--- src/rtl/dmem_arbiter.sv ---
// dmem_arbiter: two-port round-robin arbiter and sequencer in front of a
// byte-addressed data memory (combinational read, write on clock edge).
// Each transaction is granted, checked for funct3 legality, alignment and
// bounds, issued to memory for exactly one cycle and answered with a
// registered response held until the requester accepts it.
//
// Ports:
//   clk, rst_n                  clock, asynchronous active-low reset
//   req_valid[1:0]              per-port request valid (port 0 = LSU, port 1 = loader)
//   req_ready[1:0]              per-port request accept, at most one bit high
//   req_write[1:0]              per-port 1 = store, 0 = load
//   req_addr0/1, req_wdata0/1   byte address and store data per port
//   req_funct3_0/1              RISC-V load/store funct3 per port
//   rsp_valid[1:0], rsp_ready   per-port response handshake
//   rsp_rdata, rsp_err          load result (0 for stores/errors), reject flag
//   mem_address, mem_write_data, mem_write_enable, mem_funct3  memory request
//   mem_read_data               combinational read data from memory
module dmem_arbiter #(
    parameter int ADDR_W    = 32,
    parameter int MEM_BYTES = 8192
) (
    input  logic              clk,
    input  logic              rst_n,
    input  logic [1:0]        req_valid,
    output logic [1:0]        req_ready,
    input  logic [1:0]        req_write,
    input  logic [ADDR_W-1:0] req_addr0,
    input  logic [ADDR_W-1:0] req_addr1,
    input  logic [31:0]       req_wdata0,
    input  logic [31:0]       req_wdata1,
    input  logic [2:0]        req_funct3_0,
    input  logic [2:0]        req_funct3_1,
    output logic [1:0]        rsp_valid,
    input  logic [1:0]        rsp_ready,
    output logic [31:0]       rsp_rdata,
    output logic              rsp_err,
    output logic [ADDR_W-1:0] mem_address,
    output logic [31:0]       mem_write_data,
    output logic              mem_write_enable,
    output logic [2:0]        mem_funct3,
    input  logic [31:0]       mem_read_data
);

    typedef enum logic [1:0] {IDLE, ACCESS, RESP} state_t;

    // Bounds are compared one bit wider than the address so that an access
    // running past the top of the address space cannot wrap back into range.
    localparam logic [ADDR_W:0] LIMIT = (ADDR_W+1)'(MEM_BYTES);

    state_t            state;
    logic              last_grant;
    logic              h_grant;
    logic              h_write;
    logic              h_err;
    logic [ADDR_W-1:0] h_addr;
    logic [31:0]       h_wdata;
    logic [2:0]        h_funct3;
    logic              we_q;

    logic              g;
    logic              sel_write;
    logic [ADDR_W-1:0] sel_addr;
    logic [31:0]       sel_wdata;
    logic [2:0]        sel_funct3;
    logic [ADDR_W:0]   size_m1;
    logic [ADDR_W:0]   end_addr;
    logic              f3_ok;
    logic              misalign;
    logic              oob;
    logic              sel_err;

    // Grant: a lone requester wins; on contention the port that did not win
    // last time is chosen.
    // NOTE: every signal assigned in an always_comb gets a default first, so
    // no path leaves it unassigned and no latch is inferred.
    always_comb begin
        g = 1'b0;
        case (req_valid)
            2'b01:   g = 1'b0;
            2'b10:   g = 1'b1;
            2'b11:   g = ~last_grant;
            default: g = 1'b0;
        endcase
        req_ready = 2'b00;
        if (rst_n && state == IDLE && req_valid != 2'b00)
            req_ready = g ? 2'b10 : 2'b01;
    end

    assign sel_write  = g ? req_write[1] : req_write[0];
    assign sel_addr   = g ? req_addr1    : req_addr0;
    assign sel_wdata  = g ? req_wdata1   : req_wdata0;
    assign sel_funct3 = g ? req_funct3_1 : req_funct3_0;

    // Legality of the granted request, evaluated before it is accepted.
    always_comb begin
        size_m1 = '0;
        case (sel_funct3[1:0])
            2'b01:   size_m1[1:0] = 2'd1;
            2'b10:   size_m1[1:0] = 2'd3;
            default: size_m1[1:0] = 2'd0;
        endcase
        if (sel_write)
            f3_ok = sel_funct3 inside {3'b000, 3'b001, 3'b010};
        else
            f3_ok = sel_funct3 inside {3'b000, 3'b001, 3'b010, 3'b100, 3'b101};
        misalign = (sel_funct3[1:0] == 2'b01 && sel_addr[0]) ||
                   (sel_funct3[1:0] == 2'b10 && sel_addr[1:0] != 2'b00);
        end_addr = {1'b0, sel_addr} + size_m1;
        oob      = end_addr >= LIMIT;
        sel_err  = ~f3_ok | misalign | oob;
    end

    // NOTE: state registers use non-blocking assignments so every flop
    // samples pre-edge values regardless of statement order.
    always_ff @(posedge clk or negedge rst_n) begin
        if (!rst_n) begin
            state      <= IDLE;
            last_grant <= 1'b1;
            h_grant    <= 1'b0;
            h_write    <= 1'b0;
            h_err      <= 1'b0;
            h_addr     <= '0;
            h_wdata    <= '0;
            h_funct3   <= '0;
            we_q       <= 1'b0;
            rsp_valid  <= 2'b00;
            rsp_rdata  <= '0;
            rsp_err    <= 1'b0;
        end else begin
            case (state)
                IDLE: begin
                    if (req_ready != 2'b00) begin
                        h_grant    <= g;
                        h_write    <= sel_write;
                        h_err      <= sel_err;
                        h_addr     <= sel_addr;
                        h_wdata    <= sel_wdata;
                        h_funct3   <= sel_funct3;
                        last_grant <= g;
                        // Write strobe is armed only for the single ACCESS cycle.
                        we_q       <= sel_write & ~sel_err;
                        state      <= ACCESS;
                    end
                end
                ACCESS: begin
                    we_q      <= 1'b0;
                    rsp_rdata <= (h_write | h_err) ? 32'd0 : mem_read_data;
                    rsp_err   <= h_err;
                    rsp_valid <= h_grant ? 2'b10 : 2'b01;
                    state     <= RESP;
                end
                RESP: begin
                    if (rsp_ready[h_grant]) begin
                        rsp_valid <= 2'b00;
                        state     <= IDLE;
                    end
                end
                default: state <= IDLE;
            endcase
        end
    end

    // Memory request comes straight from the holding registers, so it keeps
    // its last values outside ACCESS.
    assign mem_address      = h_addr;
    assign mem_write_data   = h_wdata;
    assign mem_funct3       = h_funct3;
    assign mem_write_enable = we_q;

endmodule

--- config.mk ---
export PLATFORM = sky130hd
export DESIGN_NAME = dmem_arbiter
export DESIGN_NICKNAME = d
export VERILOG_FILES = /design/src/rtl/dmem_arbiter.sv
export SDC_FILE = /design/constraint.sdc
export NUM_CORES = 1
export LEC_CHECK = 0
export CAP_MARGIN = 30
export CORE_MARGIN = 2
export CORE_UTILIZATION = 37
export DETAILED_ROUTE_END_ITERATION = 10
export GPL_TIMING_DRIVEN = 0
export PLACE_DENSITY = 0.82
export SKIP_CTS_REPAIR_TIMING = 1
export SYNTH_ARGS = -nofsm -noshare
export SYNTH_HDL_FRONTEND = slang
export SYNTH_SLANG_ARGS = --single-unit
export TNS_END_PERCENT = 30
--- constraint.sdc ---
create_clock -name clk -period 4.4 [get_ports clk]
set_clock_uncertainty 0.05 [all_clocks]
set_input_delay 0.44 -clock clk [delete_from_list [all_inputs] [get_ports clk]]
set_output_delay 0.44 -clock clk [all_outputs]
set_load 0.02 [all_outputs]
==> results of run 1 <==
[final cells by class]
type,instances,share of cell area
timing repair buffer,282,0.315
clock buffer,10,0.0266
inverter,10,0.00418
multi-input combinational,455,0.298
sequential,109,0.304
clock inverter,6,0.00682
buffer,38,0.0195
tap,184,0.0256
[report_power, final]
part           total (mW)  switching [mW]  internal (mW)
logic                2.13            1.15          0.977
registers            1.54           0.200           1.34
clock network       0.835           0.378          0.457
[critical path, delay by kind of cell]
family / cells / cell delay [ns]
buffers and inverters: 4 / 1.04
AO/OA/AOI/OAI: 4 / 0.88
AND/OR/NAND/NOR: 2 / 0.73
adder cells (fa/ha/maj): 3 / 0.70
multiplexers: 2 / 0.60
[cells in the mapped netlist (2+ instances only)]
cell / count / share of area
o21bai_1: 2 / 0.0027
a211o_1: 2 / 0.0032
clkbuf_1: 32 / 0.022
buf_2: 3 / 0.0027
a2111oi_2: 2 / 0.0054
or3_1: 2 / 0.0023
inv_1: 10 / 0.0068
nand3_1: 20 / 0.018
a211oi_2: 2 / 0.0045
mux2i_1: 18 / 0.032
and4_1: 3 / 0.0047
xor2_1: 2 / 0.0032
o21ai_0: 23 / 0.021
dfrtp_1: 108 / 0.49
xnor2_1: 4 / 0.0063
ha_1: 5 / 0.011
nor2b_1: 4 / 0.0045
nor2_1: 63 / 0.043
a32oi_1: 2 / 0.0032
nor4_1: 3 / 0.0034
o31ai_1: 2 / 0.0027
nand4_1: 13 / 0.015
o211ai_1: 3 / 0.0041
a21o_1: 4 / 0.0054
a211oi_1: 3 / 0.0041
nand2_1: 137 / 0.093
and3_1: 2 / 0.0023
nor3_1: 8 / 0.0072
a21oi_1: 13 / 0.012
a22o_1: 32 / 0.051
nor3b_1: 3 / 0.0041
o22ai_1: 2 / 0.0023
a31oi_1: 52 / 0.059
buf_1: 3 / 0.0020
[state kept, by name, indices dropped and copies added, names as in the netlist]
| signal | count |
|---|---|
| rsp_err | 1 |
| h_write | 1 |
| mem_funct3 | 3 |
| mem_address | 32 |
| last_grant | 1 |
| rsp_rdata | 32 |
| rsp_valid | 2 |
| h_grant | 1 |
| mem_write_enable | 1 |
| h_err | 1 |
| mem_write_data | 32 |
| state | 2 |
[path summary, 6_finish.rpt]
| kind | from | endpoint | slack (ns) | cells after the start |
|---|---|---|---|---|
| max in group asynchronous | rst_n | last_grant | 3.60 | 2 |
| max reg2reg | last_grant | h_err | 0.29 | 14 |
| min in group clk | mem_address[29] | mem_address[29] | 0.43 | 2 |
| min | rst_n | mem_address[9] | -0.009 | 1 |
| min reg2reg | mem_address[29] | mem_address[29] | 0.43 | 2 |
| max | req_valid[0] | h_err | 0.18 | 15 |
[kinds of logic (layout without fill, tap and decap cells)]
family,Yosys count,after routing,share of synthesized area
and+or+nand+nor,268,268,0.212
muxes,20,20,0.0372
AOI/OAI and AO/OA,155,155,0.199
DFF,109,109,0.492
adders and majority gates,6,6,0.0149
xor gates and xnor gates,6,6,0.00948
buffers and inverters,49,346,0.0352
[per-stage QoR]
stage,util,total power [mW],setup slack [ns],instances,hold slack (ns)
after floorplan,-,2.57,0.281,613,0.0944
after global placement,0.587,3.62,-3.75,1075,0.411
after detailed placement,0.589,3.66,-1.33,1076,0.390
after CTS,0.609,4.51,-0.979,1092,0.0140
after global routing,0.616,4.75,-0.00312,1094,0.0386
final,0.616,4.50,0.175,1094,-0.00877
[routing by layer]
| metal | vias to the layer above | track usage | wire length [um] |
|---|---|---|---|
| li1 | 2789 | - | - |
| met1 | 2839 | 0.304 | 8280 |
| met2 | 249 | 0.414 | 9780 |
| met3 | 33 | 0.0493 | 1400 |
| met4 | 0 | 0.0789 | 477 |
| met5 | - | 0 | 0 |
==> reports/metrics.cfg, run 1 <==
[timing]
final_max_slew_viol_count=0
tns_ns=0
finalHoldViolations=3
setup_viol=0
hold_ws_ns=-0.00877
min_period_ns=4.22
tightest_slew_ns=0.766
max_freq_mhz=237
relSlewSlack=0.487
fin_crit_sh=0.960

[worst_setup_path]
slowest_stage=clkdlybuf4s50_1
worst_ep_required_time_ns=4.58
endpoint_kind=flop
cpMostUsedCell=ha_1
worst-endpoint-arrival_ns=4.41
start_kind=input pin
path_cells=clkdlybuf4s50_1 -> a21bo_4 -> buf_8 -> buf_6 -> mux2i_4 -> ha_1 -> ha_1 -> inv_1 -> fa_1 -> a211o_1 -> a211oi_2 -> or3b_2 -> a2111oi_4 -> nand4_1 -> mux2_4
critical_path.max_fanout=19
slowest_delay_ns=0.57
crit_type=input pin to flop

[floorplan]
die_area_mm2=0.0160
coreArea_mm2=0.0146
ioPinCount=279
start_util=0.380
rows=44
die-width_um=126
die_y_um=126

[route]
dr.pass1.iters=5
wire_per_inst_um=18.2
post_drt_via_cell_ratio=5.40
drcViolationCount=0
ant_nets=0
drt-total-wl_mm=19.9
via_count=5910
drt_iter0_markers=367

[cells_and_area]
multi_input_area_mm2=0.00268
layout_commonest_cell=clkdlybuf4s50_1
final_cell_mix=clkdlybuf4s50_1, nand2_1, dfrtp_1
fin_area_mm2=0.00899
seqCellArea_mm2=0.00273
area_growth_pct=62.1
final_nets=1085
final.fill_count=1233
drive_gt1_frac=0.0484
n_antenna_cell=0

[clock_tree]
clk_pin_slew_worst_paths_ns=0.07
htree_levels=3
insertion_delay_ns=0.34
tritoncts=built
cts_made_buffers=9
cts_root_buf=clkbuf_16
cts_num_sinks=109
clk_path_buf_depth=2

[status]
violations=negative hold slack
outcome=complete, but fails checks

[global_routing]
grt_antenna_before_repair=0
grtUsageTotal=0.241
overflow=0
first_global_vias=5774
grt_max_degree=57
grt_pass1_wl_mm=30.7

[placed_design]
place_area_mm2=0.00859
port_buffers=278
dp_hpwl_mm=15.4
place_congestion=0.831

[logic_synthesis]
synth.distinct_cells=60
postSynthCellCount=613
yosysSeqAreaShare=0.492
yosys_warnings=0
synth_edf_count=0
synth_area_mm2=0.00554
avgSynthCellArea_um2=9.04
synthArstFlopShare=1.00
syn_nets=793
ys.flop_type=dfrtp_1
synth-seq-cells=109

[pwr]
power_leakage_nw=3.72
vdd.ir_drop.worst_uv=232
power.density_mw_per_mm2=501

[run]
cap_violations=0

[min_path]
hold_path.class=input pin to asynchronous set/reset pin

No activity file was read; power rests on OpenSTA's default activity.
==> run 2: changes to the inputs <==
--- a/config.mk
+++ b/config.mk
@@ -10,7 +10,9 @@
 export CORE_UTILIZATION = 37
 export DETAILED_ROUTE_END_ITERATION = 10
 export GPL_TIMING_DRIVEN = 0
+export MAX_ROUTING_LAYER = met4
 export PLACE_DENSITY = 0.82
+export SETUP_SLACK_MARGIN = 0.4
 export SKIP_CTS_REPAIR_TIMING = 1
 export SYNTH_ARGS = -nofsm -noshare
 export SYNTH_HDL_FRONTEND = slang
==> run 2 against run 1 <==
  * The run now ends clean
  * Fmax grew 9.0%
  * Cell area up 1.7%
  * Routed wire length up 3.1%
  * Total power rose by 3.0%
  * Sequential share of layout area fell by 0.50 points
  * Register-to-register slack better by 0.23 ns
  * Non-clock buffer count up 6
==> reports/metrics.cfg, run 2 (same netlist as run 1, synthesis figures left out) <==
[status]
outcome=completed  ; was complete, but fails checks

[placed_design]
numPlacedInstances=1076  ; unchanged
place_congestion=0.885  ; was 0.831
dp_hpwl_mm=15.5  ; was 15.4 mm
port_buffers=278  ; unchanged

[route]
drt_iter0_markers=401  ; was 367
wire_per_inst_um=18.7  ; was 18.2 um
ant_nets=0  ; unchanged
via_count=5973  ; was 5,910
post_drt_via_cell_ratio=5.43  ; was 5.40
drcViolationCount=0  ; unchanged
dr.pass1.iters=5  ; unchanged
drt-total-wl_mm=20.6  ; was 19.9 mm

[cells_and_area]
final.fill_count=1238  ; was 1,233
instances_no_fill=1101  ; was 1,094
drive_gt1_frac=0.0546  ; was 0.0484
layout_commonest_cell=clkdlybuf4s50_1  ; unchanged
area_growth_pct=64.8  ; was 62.1%
final_cell_mix=clkdlybuf4s50_1, nand2_1, dfrtp_1  ; unchanged
seqCellArea_mm2=0.00273  ; unchanged
final_nets=1091  ; was 1,085
multi_input_area_mm2=0.00270  ; was 0.00268 mm^2

[floorplan]
die_y_um=126  ; unchanged
die_area_mm2=0.0160  ; unchanged
rows=44  ; unchanged
coreArea_mm2=0.0146  ; unchanged
start_util=0.380  ; unchanged
die-width_um=126  ; unchanged
ioPinCount=279  ; unchanged

[timing]
final_max_slew_viol_count=0  ; unchanged
finalHoldViolations=0  ; was 3
setup_viol=0  ; unchanged
fin_crit_sh=0.881  ; was 0.960
tightest_slew_ns=0.742  ; was 0.766 ns
min_period_ns=3.88  ; was 4.22 ns
hold_ws_ns=0.436  ; was -0.00877 ns
rsz0062_at_grt=false
max_freq_mhz=258  ; was 237 MHz
relSlewSlack=0.503  ; was 0.487

[worst_setup_path]
cp-endpoint=h_err  ; unchanged
worstReg2RegEnd=h_err  ; unchanged
r2r_cells=15  ; was 14
r2r-start=last_grant  ; unchanged
worst_ep_required_time_ns=4.60  ; was 4.58 ns
critical_path.max_fanout=10  ; was 19
slowest_stage=dfstp_2  ; was clkdlybuf4s50_1
cp.depth=15  ; unchanged
endpoint_kind=flop  ; unchanged
path_cells=a21bo_4 -> buf_8 -> buf_12 -> buf_12 -> mux2i_4 -> buf_4 -> ha_1 -> inv_1 -> fa_2 -> a211o_1 -> a211oi_2 -> o21ai_1 -> a2111oi_4 -> nand4_1 -> mux2_4  ; was clkdlybuf4s50_1 -> a21bo_4 -> buf_8 -> buf_6 -> mux2i_4 -> ha_1 -> ha_1 -> inv_1 -> fa_1 -> a211o_1 -> a211oi_2 -> or3b_2 -> a2111oi_4 -> nand4_1 -> mux2_4
path_buf_inv=5  ; was 4
worst-endpoint-arrival_ns=4.07  ; was 4.41 ns
slowest_delay_ns=0.55  ; was 0.57 ns
crit_path_start=last_grant  ; was req_valid[0]
crit_type=flop to flop  ; was input pin to flop
cpMostUsedCell=buf_12  ; was ha_1
r2r_slack_ns=0.52  ; was 0.29 ns
critPathTopFamily=compound AO/OA/AOI/OAI gates  ; was buffers and inverters
start_kind=flop  ; was input pin

[clock_tree]
clk_path_buf_depth=2  ; unchanged
cts_num_sinks=109  ; unchanged
cts_made_buffers=9  ; unchanged
clk_pin_slew_worst_paths_ns=0.08  ; was 0.07 ns
tritoncts=built  ; unchanged
cts_root_buf=clkbuf_16  ; unchanged
htree_levels=3  ; unchanged
insertion_delay_ns=0.35  ; was 0.34 ns

[pwr]
finalPower_mw=4.64  ; was 4.50 mW
power.density_mw_per_mm2=507  ; was 501 mW/mm^2
vdd.ir_drop.worst_uv=307  ; was 232 uV
power_leakage_nw=3.80  ; was 3.72 nW

[global_routing]
grtUsageTotal=0.258  ; was 0.241
grt_pass1_wl_mm=31.6  ; was 30.7 mm
grt_max_degree=85  ; was 57
first_global_vias=5850  ; was 5,774
grt_antenna_before_repair=1  ; was 0
overflow=0  ; unchanged

[run]
cap_violations=0  ; unchanged

[min_path]
hold_path.class=flop to flop  ; was input pin to asynchronous set/reset pin
holdPathStages=2

-- run 2: worst min-delay path by stage --
stage | to | slack (ns) | from
detailed placement | mem_address[9] | 0.27 | rst_n
CTS | mem_address[9] | -0.11 | rst_n
global placement | mem_address[30] | 0.41 | mem_address[30]
global route | mem_address[27] | 0.47 | mem_address[27]
floorplan | h_err | 0.09 | rst_n
finish | mem_address[27] | 0.44 | mem_address[27]
-- run 2: cell type report --
class | count | share of cell area
diodes | 1 | 0.000274
plain buffers | 39 | 0.0230
clock buffers | 9 | 0.0246
clock inverters | 7 | 0.0127
inverters | 10 | 0.00411
multi-input cells | 455 | 0.295
flip-flops and latches | 109 | 0.299
well taps | 184 | 0.0252
repair buffers | 287 | 0.316
-- run 2: layer usage --
| metal | routed length (um) | track usage |
|---|---|---|
| met5 | 0 | - |
| met2 | 9890 | 0.411 |
| met3 | 1490 | 0.0489 |
| met1 | 8520 | 0.325 |
| met4 | 654 | 0.103 |
-- run 2: report_power, final --
part | internal [mW] | switching [mW] | total (mW)
Clock | 0.516 | 0.413 | 0.929
Sequential | 1.34 | 0.193 | 1.53
Combinational | 1.00 | 1.18 | 2.18
Total | 2.85 | 1.79 | 4.64
-- run 2: worst min-delay path: cells and delay by family (launching register included) --
family,cells,cell delay (ns)
DFF,1,0.35
AOI/OAI and AO/OA,1,0.06
and+or+nand+nor,1,0.05
-- run 2: metrics by stage --
step / setup TNS (ns) / utilization / worst slack, ns / instance area, um^2
6_report: 0 / 0.626 / 0.523 / 9140
5_1_grt: 0 / 0.626 / 0.391 / 9140
4_1_cts: -0.858 / 0.612 / -0.466 / 8930
3_5_place_dp: -1.60 / 0.589 / -0.842 / 8590
3_3_place_gp: -436.75 / 0.587 / -3.77 / 8560
2_1_floorplan: 0 / - / 0.538 / 5550
